### src/rtl/sort_sequencer.sv
// sort_sequencer: loads operands over a push port, drives the shared sorter, then streams sorted results.
// Optional macro SORT_SEQ_TIMEOUT_EN adds a sort-done timeout with a sticky error flag.
module sort_sequencer #(
  parameter int DATA_W       = 4,
  parameter int DEPTH        = 8,
  parameter int CNT_W        = 4,
  parameter int SORT_TIMEOUT = 64
) (
  input  logic                    clk,
  input  logic                    rst_n,
  input  logic                    in_valid,
  input  logic [DATA_W-1:0]       in_data,
  output logic                    in_ready,
  input  logic                    start,
  output logic                    busy,
  output logic                    sort_enable,
  output logic [DEPTH*DATA_W-1:0] unsorted_array,
  output logic [CNT_W-1:0]        count,
  input  logic [DEPTH*DATA_W-1:0] sorted_array,
  input  logic                    sort_done,
  output logic                    out_valid,
  output logic [DATA_W-1:0]       out_data,
  input  logic                    out_ready,
  output logic                    out_last,
  output logic                    error
);

  typedef enum logic [1:0] {
    S_IDLE  = 2'd0,
    S_SORT  = 2'd1,
    S_DRAIN = 2'd2
  } state_t;

  state_t                  r_state, w_state_nxt;
  logic [CNT_W-1:0]        r_count, w_count_nxt;
  logic [CNT_W-1:0]        r_idx, w_idx_nxt, w_idx_inc;
  logic [DEPTH*DATA_W-1:0] r_unsorted, w_unsorted_nxt;
  logic [DEPTH*DATA_W-1:0] r_buf, w_buf_nxt;
  logic                    r_sort_enable, w_sort_enable_nxt;
  logic                    r_busy, w_busy_nxt;
  logic                    r_out_valid, w_out_valid_nxt;
  logic                    r_out_last, w_out_last_nxt;
  logic [DATA_W-1:0]       r_out_data, w_out_data_nxt;
  logic                    r_error, w_error_nxt;
  logic                    w_in_ready;

`ifdef SORT_SEQ_TIMEOUT_EN
  localparam int TW = $clog2(SORT_TIMEOUT + 1);
  logic [TW-1:0] r_timer, w_timer_nxt;
`endif

  generate
    if (CNT_W < $clog2(DEPTH + 1) || SORT_TIMEOUT < 1) begin : g_bad_cfg
      $error("sort_sequencer: CNT_W cannot hold DEPTH or SORT_TIMEOUT < 1");
    end
  endgenerate

  // Slot k of a flattened array lives at bits [k*DATA_W +: DATA_W]; reads use slot DEPTH-1-idx.
  function automatic logic [DATA_W-1:0] slot_rd(input logic [DEPTH*DATA_W-1:0] arr,
                                                input logic [CNT_W-1:0]        idx);
    slot_rd = {DATA_W{1'b0}};
    for (int i = 0; i < DEPTH; i++) begin
      if (i == DEPTH - 1 - int'(idx)) slot_rd = arr[i*DATA_W +: DATA_W];
      else                            slot_rd = slot_rd;
    end
  endfunction

  function automatic logic [DEPTH*DATA_W-1:0] slot_wr(input logic [DEPTH*DATA_W-1:0] arr,
                                                      input logic [CNT_W-1:0]        idx,
                                                      input logic [DATA_W-1:0]       val);
    slot_wr = arr;
    for (int i = 0; i < DEPTH; i++) begin
      if (i == DEPTH - 1 - int'(idx)) slot_wr[i*DATA_W +: DATA_W] = val;
      else                            slot_wr[i*DATA_W +: DATA_W] = arr[i*DATA_W +: DATA_W];
    end
  endfunction

  assign w_in_ready = (r_state == S_IDLE) && (r_count < CNT_W'(DEPTH));
  assign w_idx_inc  = r_idx + CNT_W'(1);

  // Next-state and next-output logic for the load / sort / drain sequence.
  always_comb begin
    w_state_nxt       = r_state;
    w_count_nxt       = r_count;
    w_idx_nxt         = r_idx;
    w_unsorted_nxt    = r_unsorted;
    w_buf_nxt         = r_buf;
    w_sort_enable_nxt = r_sort_enable;
    w_busy_nxt        = r_busy;
    w_out_valid_nxt   = r_out_valid;
    w_out_last_nxt    = r_out_last;
    w_out_data_nxt    = r_out_data;
    w_error_nxt       = r_error;
`ifdef SORT_SEQ_TIMEOUT_EN
    w_timer_nxt       = r_timer;
`endif
    case (r_state)
      S_IDLE: begin
        if (in_valid && w_in_ready) begin
          w_unsorted_nxt = slot_wr(r_unsorted, r_count, in_data);
          w_count_nxt    = r_count + CNT_W'(1);
        end else begin
          w_count_nxt    = r_count;
        end
        // The push above is folded in first so the sorter sees the updated count.
        if (start && (w_count_nxt != {CNT_W{1'b0}})) begin
          w_state_nxt       = S_SORT;
          w_sort_enable_nxt = 1'b1;
          w_busy_nxt        = 1'b1;
          w_error_nxt       = 1'b0;
`ifdef SORT_SEQ_TIMEOUT_EN
          w_timer_nxt       = {TW{1'b0}};
`endif
        end else begin
          w_state_nxt = S_IDLE;
        end
      end
      S_SORT: begin
        if (sort_done) begin
          w_buf_nxt         = sorted_array;
          w_sort_enable_nxt = 1'b0;
          w_state_nxt       = S_DRAIN;
          w_idx_nxt         = {CNT_W{1'b0}};
          w_out_valid_nxt   = 1'b1;
          w_out_data_nxt    = slot_rd(sorted_array, {CNT_W{1'b0}});
          w_out_last_nxt    = (r_count == CNT_W'(1));
        end
`ifdef SORT_SEQ_TIMEOUT_EN
        else if (r_timer == TW'(SORT_TIMEOUT - 1)) begin
          w_state_nxt       = S_IDLE;
          w_sort_enable_nxt = 1'b0;
          w_busy_nxt        = 1'b0;
          w_error_nxt       = 1'b1;
        end else begin
          w_timer_nxt = r_timer + TW'(1);
        end
`else
        else begin
          w_state_nxt = S_SORT;
        end
`endif
      end
      S_DRAIN: begin
        if (r_out_valid && out_ready) begin
          if (r_out_last) begin
            w_state_nxt     = S_IDLE;
            w_out_valid_nxt = 1'b0;
            w_out_last_nxt  = 1'b0;
            w_out_data_nxt  = {DATA_W{1'b0}};
            w_count_nxt     = {CNT_W{1'b0}};
            w_unsorted_nxt  = {(DEPTH*DATA_W){1'b0}};
            w_busy_nxt      = 1'b0;
          end else begin
            w_idx_nxt      = w_idx_inc;
            w_out_data_nxt = slot_rd(r_buf, w_idx_inc);
            w_out_last_nxt = (w_idx_inc == (r_count - CNT_W'(1)));
          end
        end else begin
          w_state_nxt = S_DRAIN;
        end
      end
      default: begin
        w_state_nxt = S_IDLE;
      end
    endcase
  end

  // State and output registers with synchronous active-low reset.
  always_ff @(posedge clk) begin
    if (!rst_n) begin
      r_state       <= S_IDLE;
      r_count       <= {CNT_W{1'b0}};
      r_idx         <= {CNT_W{1'b0}};
      r_unsorted    <= {(DEPTH*DATA_W){1'b0}};
      r_buf         <= {(DEPTH*DATA_W){1'b0}};
      r_sort_enable <= 1'b0;
      r_busy        <= 1'b0;
      r_out_valid   <= 1'b0;
      r_out_last    <= 1'b0;
      r_out_data    <= {DATA_W{1'b0}};
      r_error       <= 1'b0;
`ifdef SORT_SEQ_TIMEOUT_EN
      r_timer       <= {TW{1'b0}};
`endif
    end else begin
      r_state       <= w_state_nxt;
      r_count       <= w_count_nxt;
      r_idx         <= w_idx_nxt;
      r_unsorted    <= w_unsorted_nxt;
      r_buf         <= w_buf_nxt;
      r_sort_enable <= w_sort_enable_nxt;
      r_busy        <= w_busy_nxt;
      r_out_valid   <= w_out_valid_nxt;
      r_out_last    <= w_out_last_nxt;
      r_out_data    <= w_out_data_nxt;
      r_error       <= w_error_nxt;
`ifdef SORT_SEQ_TIMEOUT_EN
      r_timer       <= w_timer_nxt;
`endif
    end
  end

  assign in_ready       = w_in_ready;
  assign busy           = r_busy;
  assign sort_enable    = r_sort_enable;
  assign unsorted_array = r_unsorted;
  assign count          = r_count;
  assign out_valid      = r_out_valid;
  assign out_data       = r_out_data;
  assign out_last       = r_out_last;
  assign error          = r_error;

endmodule

### config.mk
export PLATFORM = sky130hd
export DESIGN_NAME = sort_sequencer
export DESIGN_NICKNAME = d
export VERILOG_FILES = /design/src/rtl/sort_sequencer.sv
export SDC_FILE = /design/constraint.sdc
export NUM_CORES = 1
export LEC_CHECK = 0
export ABC_AREA = 1
export CORE_AREA = 2 2 94 96
export DETAILED_ROUTE_END_ITERATION = 6
export DIE_AREA = 0 0 96 98
export PLACE_DENSITY = 0.72
export SYNTH_ARGS = -nofsm -noshare
export SYNTH_HDL_FRONTEND = slang
export SYNTH_SLANG_ARGS = --single-unit
### constraint.sdc
create_clock -name clk -period 1.9 [get_ports clk]
set_clock_uncertainty 0.1 [all_clocks]
set_input_delay 0.19 -clock clk [delete_from_list [all_inputs] [get_ports clk]]
set_output_delay 0.19 -clock clk [all_outputs]
set_load 0.01 [all_outputs]
Word level (Yosys, flattened, before mapping)
Cells that the tools add are included.
- bits in registers: 82
- input bits: 42
- output and inout port bits: 46
- word-level logic and storage cells: 132
- add/sub/neg operators: 5
- $lt $le $gt $ge: 1
- equal/unequal tests: 33
- mux-type cells: 50
- reductions and logical operators: 26
- operators by type and width (operator ; number):
    2-to-1 mux 4 bit ; 26
    2-to-1 mux 32 bit ; 3
    logical NOT 32 bit ; 2
    case mux 32 bit (2 select lines) ; 1
    equality test 4 x 5 -> 1 bit, first input constant ; 8
    AND reduction 5 bit ; 8
    case mux 4 bit (2 select lines) ; 3
    equality test 3 x 5 -> 1 bit, first input constant ; 4
    != test 2 x 1 -> 1 bit, second input constant ; 10
    AND reduction 4 bit ; 3
    equality test 2 x 5 -> 1 bit, first input constant ; 2
    subtractor 3 x 4 -> 5 bit, first input constant ; 2
    2-to-1 mux 1 bit ; 9
    AND reduction 3 bit ; 3
    adder 4 x 1 -> 4 bit, second input constant ; 2
    != test 2 bit, second input constant ; 4
    case mux 1 bit (2 select lines) ; 4
    2-to-1 mux 2 bit ; 3
    case mux 2 bit (3 select lines) ; 1
    nonzero test 2 bit ; 3
    equality test 4 x 1 -> 1 bit, second input constant ; 1
    equality test 4 bit ; 1
    logical AND 1 bit ; 4
    less-than comparator 4 bit, second input constant ; 1
    other kinds (7) ; 7

Logic depth before layout (Yosys ltp)
Gate-level depths: netlist of run 1.
- depth in word-level cells: 14
- gate-level depth with buffers: 13
- gate-level depth less buffers: 13

Worst setup path after synthesis of run 1
No wires, ideal clock.
- kind: register -> register
- start point: reg r_idx[0]
- end point: reg r_out_data[0] (netlist: out_data[0])
- setup time: 0.119 ns
- arrival time: 1.513 ns
- required time: 1.681 ns
- setup slack: 0.168 ns
- stages on the path, launching flop included: 14
- path buffers: 0
- clock period less this slack: 1.732 ns
- cell sequence: dfxtp_1 > ha_1 > xor2_2 > inv_1 > nand2_1 > inv_2 > nand2_2 > nand2_1 > clkinv_1 > nand3_1 > nand2_1 > nand2_1 > nand2_1 > a21oi_1
- cells in the longest elaborated chain, start to end: 14
- elaborated cells between the ends (all ways): 21
- those cells by class: 2 x add/sub; 7 x eq/ne; 11 x mux; 1 x reduce/logical
- ends and longest elaborated chain (element ; line ; source):
    start: declaration ; 36 ; logic [CNT_W-1:0] r_idx, w_idx_nxt, w_idx_inc;
    start signal: assignment ; 173 ; r_idx <= {CNT_W{1'b0}};
    start signal: assignment ; 188 ; r_idx <= w_idx_nxt;
    adder 4 x 1 -> 4 bit * ; 79 ; assign w_idx_inc = r_idx + CNT_W'(1);
    subtractor 3 x 4 -> 5 bit * ; 63 ; if (i == DEPTH - 1 - int'(idx)) slot_rd = arr[i*DATA_W +: DATA_W];
    logical NOT 32 bit ; 63 ;
    2-to-1 mux 4 bit (7 in series) ; 63 ;
    2-to-1 mux 4 bit * ; 63 ;
    2-to-1 mux 4 bit * ; 145 ; if (r_out_last) begin
    2-to-1 mux 4 bit * ; 144 ; if (r_out_valid && out_ready) begin
    case mux 4 bit (2 select lines) * ; 97 ; case (r_state)
    end signal: assignment ; 180 ; r_out_data <= {DATA_W{1'b0}};
    end signal: assignment ; 195 ; r_out_data <= w_out_data_nxt;
    end: declaration ; 43 ; logic [DATA_W-1:0] r_out_data, w_out_data_nxt;
Every way passes the cells marked *; elsewhere a longest branch is shown, timed or not. The select of a mux whose other input is x is not followed.
A chain may end at the register's enable or synchronous reset.

Worst setup path after layout of run 1
- start point: reg r_idx[1]
- end point: reg r_out_data[2] (netlist: out_data[2])
Same word-level chain as after synthesis.

==> impl_metrics.toml, run 1 <==
[outcome]
status = "finished clean"

[logic_synthesis]
synthMuxAreaShare = 0
synth-seq-cells = 82
ys_seq_area_frac = 0.446
syn_area_um2 = 3680
syn_nets = 556
synth_adder_area_share = 0.0340
synthXorXnorAreaFrac = 0.0211
synth_enable_flop_cells = 0
syn_area_per_cell_um2 = 7.31
yosys.area_share.simple = 0.193
synth_top_family_by_area = "compound AO/OA/AOI/OAI gates"
synth_cells = 504
synth_compound_gate_area_share = 0.214
yosys_warnings = 0
ys_async_sr_fraction = 0
synth.distinct_cells = 29
ys.flop_type = "dfxtp_1"

[drt]
drc = 0
avgViaCountPerCell = 5.09
routed_wl_um = 9940
routedWlPerCell_um = 13.8
drtIter0Drc = 191
drtPass1Iterations = 5
antenna_left = 0
vias = 3655

[setup_path]
crit_arrival_ns = 1.98
cp_max_fo = 8
crit_path_start_kind = "register"
cpPeakStageDelay_ns = 0.37
slowest_stage = "dfxtp_4"
worstSetupEndpointType = "register"
worst-setup-path-type = "register to register"
critical_path.cell_chain = "ha_4 > xor2_2 > buf_4 > inv_2 > nand2_4 > nor2_1 > inv_2 > o21ai_0 > clkinv_1 > nand2_1 > a21oi_2"
cp_data_required_time_ns = 2.04
cpMostUsedCell = "inv_2"

[global_routing]
overflow = 0
met1_usage = 0.254
grt_pass1_vias = 3475
gr-usage-met2 = 0.348
track_usage = 0.212
grt_pass1_wl_um = 15900
met3_usage = 0.0741
antenna_found_initial = 0
grt_max_degree = 45
top_usage_layer = "met2"

[pwr]
pwr-share-seq = 0.455
pwr-share-clk = 0.301
share_comb_of_total_power = 0.244
switchingPower_mw = 1.32
finalPower_mw = 4.38
p_int_mw = 3.06
p_leak_nw = 2.15
swShare = 0.301
power_density_nw_per_um2 = 861
ir_drop_mv = 0.607

[place]
gp_congestion = 0.963
hpwl_um = 7190
place_inst = 697
place_area_um2 = 4750
io_buffers = 86

[cts]
cts_buffers = 9
clkSlewWorstSetupHoldPaths_ns = 0.08
cts_max_level = 3
insertion_delay_ns = 0.34
numClockSinks = 82
cts_hold_buffers = 0
cts_tree = "yes"
clockBufferDepth = 2
root_buffer = "clkbuf_8"

[die]
start_util = 0.435
io_pins = 88
die_h_um = 98
coreArea_um2 = 8470
die_area_um2 = 9410
num_rows = 34
die_x_um = 96

[min_path]
hold_path.class = "primary input to register"

[sta]
post-route-period-util = 0.968
rsz0062_at_grt = "true"
clock.fmax_mhz = 544
hold_slack_ns = 0.320
hold_violations = 0
fin_tns_setup_ns = 0
setup_viol = 0
min_period_ns = 1.84
slew_viol_final = 0

[final_layout]
antennaDiodeCount = 0
register_area_um2 = 1650
final_common_cell = "clkdlybuf4s50_1"
drive_gt1_frac = 0.148
fillCellCount = 752
multi_input_area_um2 = 1780
final_cell_mix = "85 x clkdlybuf4s50_1, 78 x dfxtp_1, 67 x a21oi_1"
syn2layout_area_growth_pct = 38.1
num-nets-final = 657
layout.cells.non_filler = 718
fin_area_um2 = 5090

[flow_run]
maxCapViolations = 0
## timing repair
| item | 4_1_cts | 5_1_grt |
|---|---|---|
| endpoints found under the setup margin | 2 | 11 |
| pin swaps | 1 | 8 |
| resized for setup | 0 | 35 |
| buffers inserted | 2 | 2 |
| cloned | 0 | 1 |
## per-layer routing
metal  share of wire  vias up  wire length (um)
met3           0.092       24               916
met5               0        -                 0
met2            0.46      150              4560
met1            0.43     1624              4230
li1                -     1857                 -
met4           0.022        0               221
## worst paths after layout
kind	start	to	slack, ns	cells after the start
max	r_idx[1]	out_data[2]	0.06	11
min	sorted_array[23]	r_buf[23]	0.32	3
max reg2reg	r_idx[1]	out_data[2]	0.06	11
min reg2reg	r_buf[0]	r_buf[0]	0.36	2
## logic make-up (layout without fill, tap and decap cells)
family,after synthesis,after routing
flip-flops,82,82
XOR/XNOR,8,8
AO/OA/AOI/OAI,156,156
AND/OR/NAND/NOR,161,161
buffers and inverters,86,192
other,1,1
adder cells (fa/ha/maj),10,10
## per-stage QoR
step,util,setup WS (ns)
global route,0.601,-0.0743
global placement,0.561,0.0842
floorplan,-,0.168
detailed placement,0.561,0.0137
finish,0.601,0.0607
CTS,0.588,0.00183
## registers in the layout, summed over array words and instances (netlist names)
register and cells:
out_last 1, r_buf 32, out_data 4, out_valid 1, busy 1, unsorted_array 32
r_idx 4, count 4, sort_enable 1, r_state 2
## critical path, delay by kind of cell (launching register included)
| kind | cells | cell delay (ns) |
|---|---|---|
| simple gates | 3 | 0.28 |
| flops | 1 | 0.37 |
| compound gates | 2 | 0.26 |
| fa+ha+maj | 1 | 0.16 |
| buf+inv | 4 | 0.39 |
| xor+xnor | 1 | 0.17 |
## power groups by stage
stage          Sequential, mW  Combinational [mW]  Clock (mW)
6_report                 1.99                1.07        1.32
5_1_grt                  2.01                1.17        1.43
4_1_cts                  1.99                1.06        1.34
3_5_place_dp             2.03                1.04           0
3_3_place_gp             2.03                1.03           0
2_1_floorplan            2.06               0.519           0
## cell usage after synthesis (5+ instances only)
library cell / instances / area (um2)
nand3_1: 20 / 100
nor2_1: 46 / 173
o21ai_1: 40 / 200
ha_1: 10 / 125
o21ai_0: 42 / 210
dfxtp_1: 82 / 1640
nand4_1: 14 / 87.6
clkinv_1: 9 / 33.8
inv_2: 16 / 60.1
xor2_1: 5 / 43.8
inv_1: 40 / 150
a21oi_1: 69 / 345
nand2_1: 68 / 255
clkbuf_1: 16 / 60.1
## final cells by class
type / count / area share
clock buffers: 11 / 0.0298
clock inverters: 5 / 0.0123
inverters: 66 / 0.0489
multi-input cells: 336 / 0.350
flip-flops and latches: 82 / 0.325
well taps: 108 / 0.0266
repair buffers: 110 / 0.208
Note: power is estimated with default switching activity, not from simulation.
==> run 2: changes to the inputs <==
Settings changed: DONT_BUFFER_PORTS set to 1, PLACE_DENSITY 0.72 to not set.
==> run 2 against run 1 <==
First-iteration DRC count fell by 57%; critical path type unchanged; critical path depth rose by 2; non-clock buffer count fell by 59; die area did not move; highest routed layer unchanged.
==> impl_metrics.toml, run 2 (synthesis results as in run 1) <==
[min_path]
hold_start = "rst_n"
hold_path.class = "primary input to register"

[sta]
fin_tns_setup_ns = 0
hold_slack_ns = 0.0845
slew_viol_final = 0
relSlewSlack = 0.654
hold_violations = 0
rsz0062_at_grt = "true"
min_period_ns = 1.77
post-route-period-util = 0.930
tightest_slew_ns = 0.518
clock.fmax_mhz = 566
setup_viol = 0

[setup_path]
critical_path.cell_chain = "ha_4 > xor2_4 > inv_1 > nand2_2 > inv_2 > nand2_4 > nand2_1 > clkinv_1 > nand3_1 > nand2_1 > nand2_1 > nand2_1 > a21oi_1"
cp_data_required_time_ns = 2.05
crit_arrival_ns = 1.91
cpLargestDelayFamily = "simple AND/OR/NAND/NOR gates"
cpMostUsedCell = "nand2_1"
slowest_stage = "dfxtp_4"
worst-setup-path-type = "register to register"
cp_max_fo = 8
worstSetupEndpointType = "register"
crit_buf_inv = 3
r2r_start = "r_idx[0]"
crit_start = "r_idx[0]"
cpPeakStageDelay_ns = 0.40
reg2reg_slack_ns = 0.13
crit_path_start_kind = "register"

[final_layout]
antennaDiodeCount = 0
num-nets-final = 598
syn2layout_area_growth_pct = 22.0
drive_gt1_frac = 0.132
final_common_cell = "dfxtp_1"
fin_area_um2 = 4490
fillCellCount = 819
final_cell_mix = "78 x dfxtp_1, 69 x a21oi_1, 65 x nand2_1"

[pwr]
swShare = 0.326
p_int_mw = 2.80
p_leak_nw = 1.91
ir_drop_mv = 0.562
pwr-share-clk = 0.320
pwr-share-seq = 0.494
switchingPower_mw = 1.35
share_comb_of_total_power = 0.186
power_density_nw_per_um2 = 925

[die]
die_x_um = 96
die_area_um2 = 9410
io_pins = 88
num_rows = 34
coreArea_um2 = 8470
die_h_um = 98
start_util = 0.435

[cts]
clockBufferDepth = 2
cts_buffers = 9
insertion_delay_ns = 0.36
numClockSinks = 82
root_buffer = "clkbuf_8"
cts_tree = "yes"
clkSlewWorstSetupHoldPaths_ns = 0.10
cts_max_level = 3

[drt]
vias = 3424
drtIter0Drc = 83
avgViaCountPerCell = 5.20
drc = 0
drtPass1Iterations = 4
antenna_left = 0
routedWlPerCell_um = 14.9
routed_wl_um = 9840

[global_routing]
overflow = 0
track_usage = 0.209
antenna_found_initial = 0
grt_max_degree = 67
grt_pass1_vias = 3270
grt_pass1_wl_um = 15600

[place]
hpwl_um = 6760
io_buffers = 0
place_area_um2 = 3840
gp_congestion = 0.905

[flow_run]
maxCapViolations = 0

[outcome]
status = "finished clean"
run 2: cell count changes in the layout (fill, tap and decap cells not counted), sizes merged:
cell	delta
inv	+1
clkbuf	-2
buf	-7
dlymetal6s2s	-1
dlygate4sd3	+34
clkinv	+1
clkdlybuf4s50	-85
run 2: power groups by stage:
stage	Combinational [mW]	Sequential [mW]	Clock, mW
2_1_floorplan	0.519	2.06	0
3_3_place_gp	0.665	2.09	0
3_5_place_dp	0.684	2.09	0
4_1_cts	0.768	2.05	1.36
5_1_grt	0.873	2.07	1.43
6_report	0.772	2.05	1.33
run 2: cell type report:
type / instances / area, um2 / area share
multi-input cells: 336 / 1770 / 0.394
flip-flops and latches: 82 / 1650 / 0.368
repair buffers: 51 / 482 / 0.107
inverters: 66 / 249 / 0.0554
well taps: 108 / 135 / 0.0301
clock buffers: 9 / 124 / 0.0276
clock inverters: 7 / 82.6 / 0.0184
run 2: worst paths after layout:
path,end,cells past startpoint
min reg2reg,r_buf[26],2
min,unsorted_array[13],3
max reg2reg,out_data[0],13
max,out_data[0],13
run 2: what timing repair did:
item,in CTS,in global routing
endpoints found under the hold margin,73,0
buffers inserted,0,1
resized for setup,1,20
cloned,0,1
hold buffers,35,0
endpoints found under the setup margin,4,10
run 2: stage by stage:
stage | utilization | setup slack, ns | total power [mW] | instances
after floorplan | - | 0.168 | 2.58 | 504
after global placement | 0.453 | 0.0841 | 2.75 | 606
after detailed placement | 0.453 | -0.00788 | 2.77 | 606
after CTS | 0.521 | 0.00811 | 4.18 | 657
after global routing | 0.531 | -0.0538 | 4.37 | 659
final | 0.531 | 0.133 | 4.15 | 659
run 2: worst min-delay path: stages:
cell and delay (ns):
buf_12 0.18, o21ai_1 0.10, a21oi_1 0.04
run 2: layer usage:
metal  global-route usage  part of all wire
met1                0.247              0.43
met2                0.358              0.49
met3               0.0671             0.070
met4               0.0604             0.011
met5                    0                 0
==> run 3: changes to the inputs <==
Settings changed: CORE_AREA 2 2 94 96 to 2 2 125 127, DIE_AREA 0 0 96 98 to 0 0 127 129.
==> run 3 against run 2 <==
Cell count rose by 14%; sequential share of layout area fell by 2.3 points; clock power rose by 26%; die area rose by 74%; critical endpoint unchanged; largest cell class unchanged; largest power group unchanged.
==> impl_metrics.toml, run 3 (synthesis results as in run 1) <==
[outcome]
status = "finished clean"

[setup_path]
endpoint = "out_data[0]"
worstSetupEndpointType = "register"
worst-setup-path-type = "register to register"
cpLargestDelayFamily = "simple AND/OR/NAND/NOR gates"
reg2reg_slack_ns = 0.1
cpMostUsedCell = "nand2_1"
crit_start = "r_idx[0]"
crit_arrival_ns = 1.97
r2r_start = "r_idx[0]"
cp_data_required_time_ns = 2.07
critical_path.cell_chain = "ha_4 > xor2_2 > buf_4 > inv_4 > nand2_4 > nor2_4 > nand2_1 > nand2_1 > clkinv_1 > nand3_1 > nand2_1 > nand2_1 > nand2_1 > a21oi_1"
reg2reg_depth = 14
slowest_stage = "dfxtp_4"
cp_max_fo = 4
cpPeakStageDelay_ns = 0.37
crit_path_start_kind = "register"
crit_cells = 14
crit_buf_inv = 3
reg2reg_to = "out_data[0]"

[min_path]
hold_path.class = "primary input to register"

[sta]
setup_viol = 0
rsz0062_at_grt = "true"
fin_ws_ns = 0.0991
min_period_ns = 1.80
hold_violations = 0
hold_slack_ns = 0.0432
relSlewSlack = 0.624
fin_tns_setup_ns = 0
post-route-period-util = 0.948
clock.fmax_mhz = 555
tightest_slew_ns = 0.563
slew_viol_final = 0

[drt]
drtPass1Iterations = 4
routed_wl_um = 10500
drc = 0
antenna_left = 0
avgViaCountPerCell = 4.50
vias = 3372
routedWlPerCell_um = 14.0
drtIter0Drc = 147

[final_layout]
final_common_cell = "dfxtp_1"
syn2layout_area_growth_pct = 29.9
drive_gt1_frac = 0.162
antennaDiodeCount = 0
num-nets-final = 608
final_cell_mix = "80 x dfxtp_1, 69 x a21oi_1, 62 x nand2_1"
layout.cells.non_filler = 749

[pwr]
ir_drop_mv = 0.504
power_density_nw_per_um2 = 951
switchingPower_mw = 1.43
p_leak_nw = 2.00
pwr-share-seq = 0.452
swShare = 0.314
share_comb_of_total_power = 0.180
pwr-share-clk = 0.368
finalPower_mw = 4.55
p_int_mw = 3.12

[cts]
cts_tree = "yes"
clkSlewWorstSetupHoldPaths_ns = 0.07
clockBufferDepth = 2
root_buffer = "clkbuf_16"
numClockSinks = 82
cts_max_level = 3
insertion_delay_ns = 0.34
cts_buffers = 9

[flow_run]
maxCapViolations = 0

[global_routing]
grt_max_degree = 67
antenna_found_initial = 0
grt_pass1_wl_um = 16900
grt_pass1_vias = 3260
track_usage = 0.130
overflow = 0

[die]
die_x_um = 127
coreArea_um2 = 15000
die_h_um = 129
num_rows = 45
start_util = 0.246
io_pins = 88
die_area_um2 = 16400

[place]
gp_congestion = 0.858
place_inst = 693
io_buffers = 0
hpwl_um = 7360
post-place-ws_ns = -0.0131
## run 3: worst min-delay path by stage
stage / startpoint / endpoint / slack (ns) / depth (start not counted)
2_1_floorplan: sorted_array[12] / r_buf[12] / 0.22 / 2
3_3_place_gp: sorted_array[18] / r_buf[18] / 0.23 / 2
3_5_place_dp: sorted_array[23] / r_buf[23] / 0.23 / 2
4_1_cts: start / sort_enable / 0.05 / 2
5_1_grt: start / sort_enable / 0.08 / 2
6_report: start / sort_enable / 0.04 / 2
## run 3: repair_timing
action | CTS | global route
hold endpoints to repair | 71 | 0
setup buffers | 3 | 3
gates cloned | 0 | 0
endpoints found under the setup margin | 3 | 5
hold buffers | 34 | 0
gates resized for setup | 2 | 30
pin swaps | 0 | 6
## run 3: metrics by stage
stage / utilization / area [um2]
after CTS: 0.311 / 4660
final: 0.319 / 4780
after global placement: 0.267 / 3990
after floorplan: - / 3680
after detailed placement: 0.267 / 3990
after global routing: 0.319 / 4780
## run 3: worst register-to-register path, stage by stage (launching register included)
cell	delay, ns
dfxtp_4	0.37
ha_4	0.16
xor2_2	0.14
buf_4	0.15
inv_4	0.05
nand2_4	0.06
nor2_4	0.16
nand2_1	0.06
nand2_1	0.06
clkinv_1	0.05
nand3_1	0.08
nand2_1	0.06
nand2_1	0.06
nand2_1	0.05
a21oi_1	0.11
## run 3: per-layer routing
| metal | GRT usage | wire (um) | vias to the layer above |
|---|---|---|---|
| met4 | 0.0233 | 72 | 0 |
| met5 | 0 | 0 | - |
| li1 | - | - | 1770 |
| met3 | 0.0520 | 851 | 7 |
| met2 | 0.206 | 4790 | 93 |
| met1 | 0.169 | 4810 | 1502 |
## run 3: layout make-up
type,instances,area (um2)
multi-input cells,336,1790
fillers,1616,10200
clock buffers,9,225
inverters,66,255
clock inverters,7,61.3
repair buffers,61,564
flip-flops and latches,82,1650
well taps,188,235
## run 3: power by group through the flow
stage               logic, mW  clock network (mW)  registers [mW]
detailed placement      0.734                   0            2.09
floorplan               0.519                   0            2.06
global route            0.923                1.80            2.08
global placement        0.730                   0            2.10
CTS                     0.818                1.72            2.06
finish                  0.817                1.67            2.06
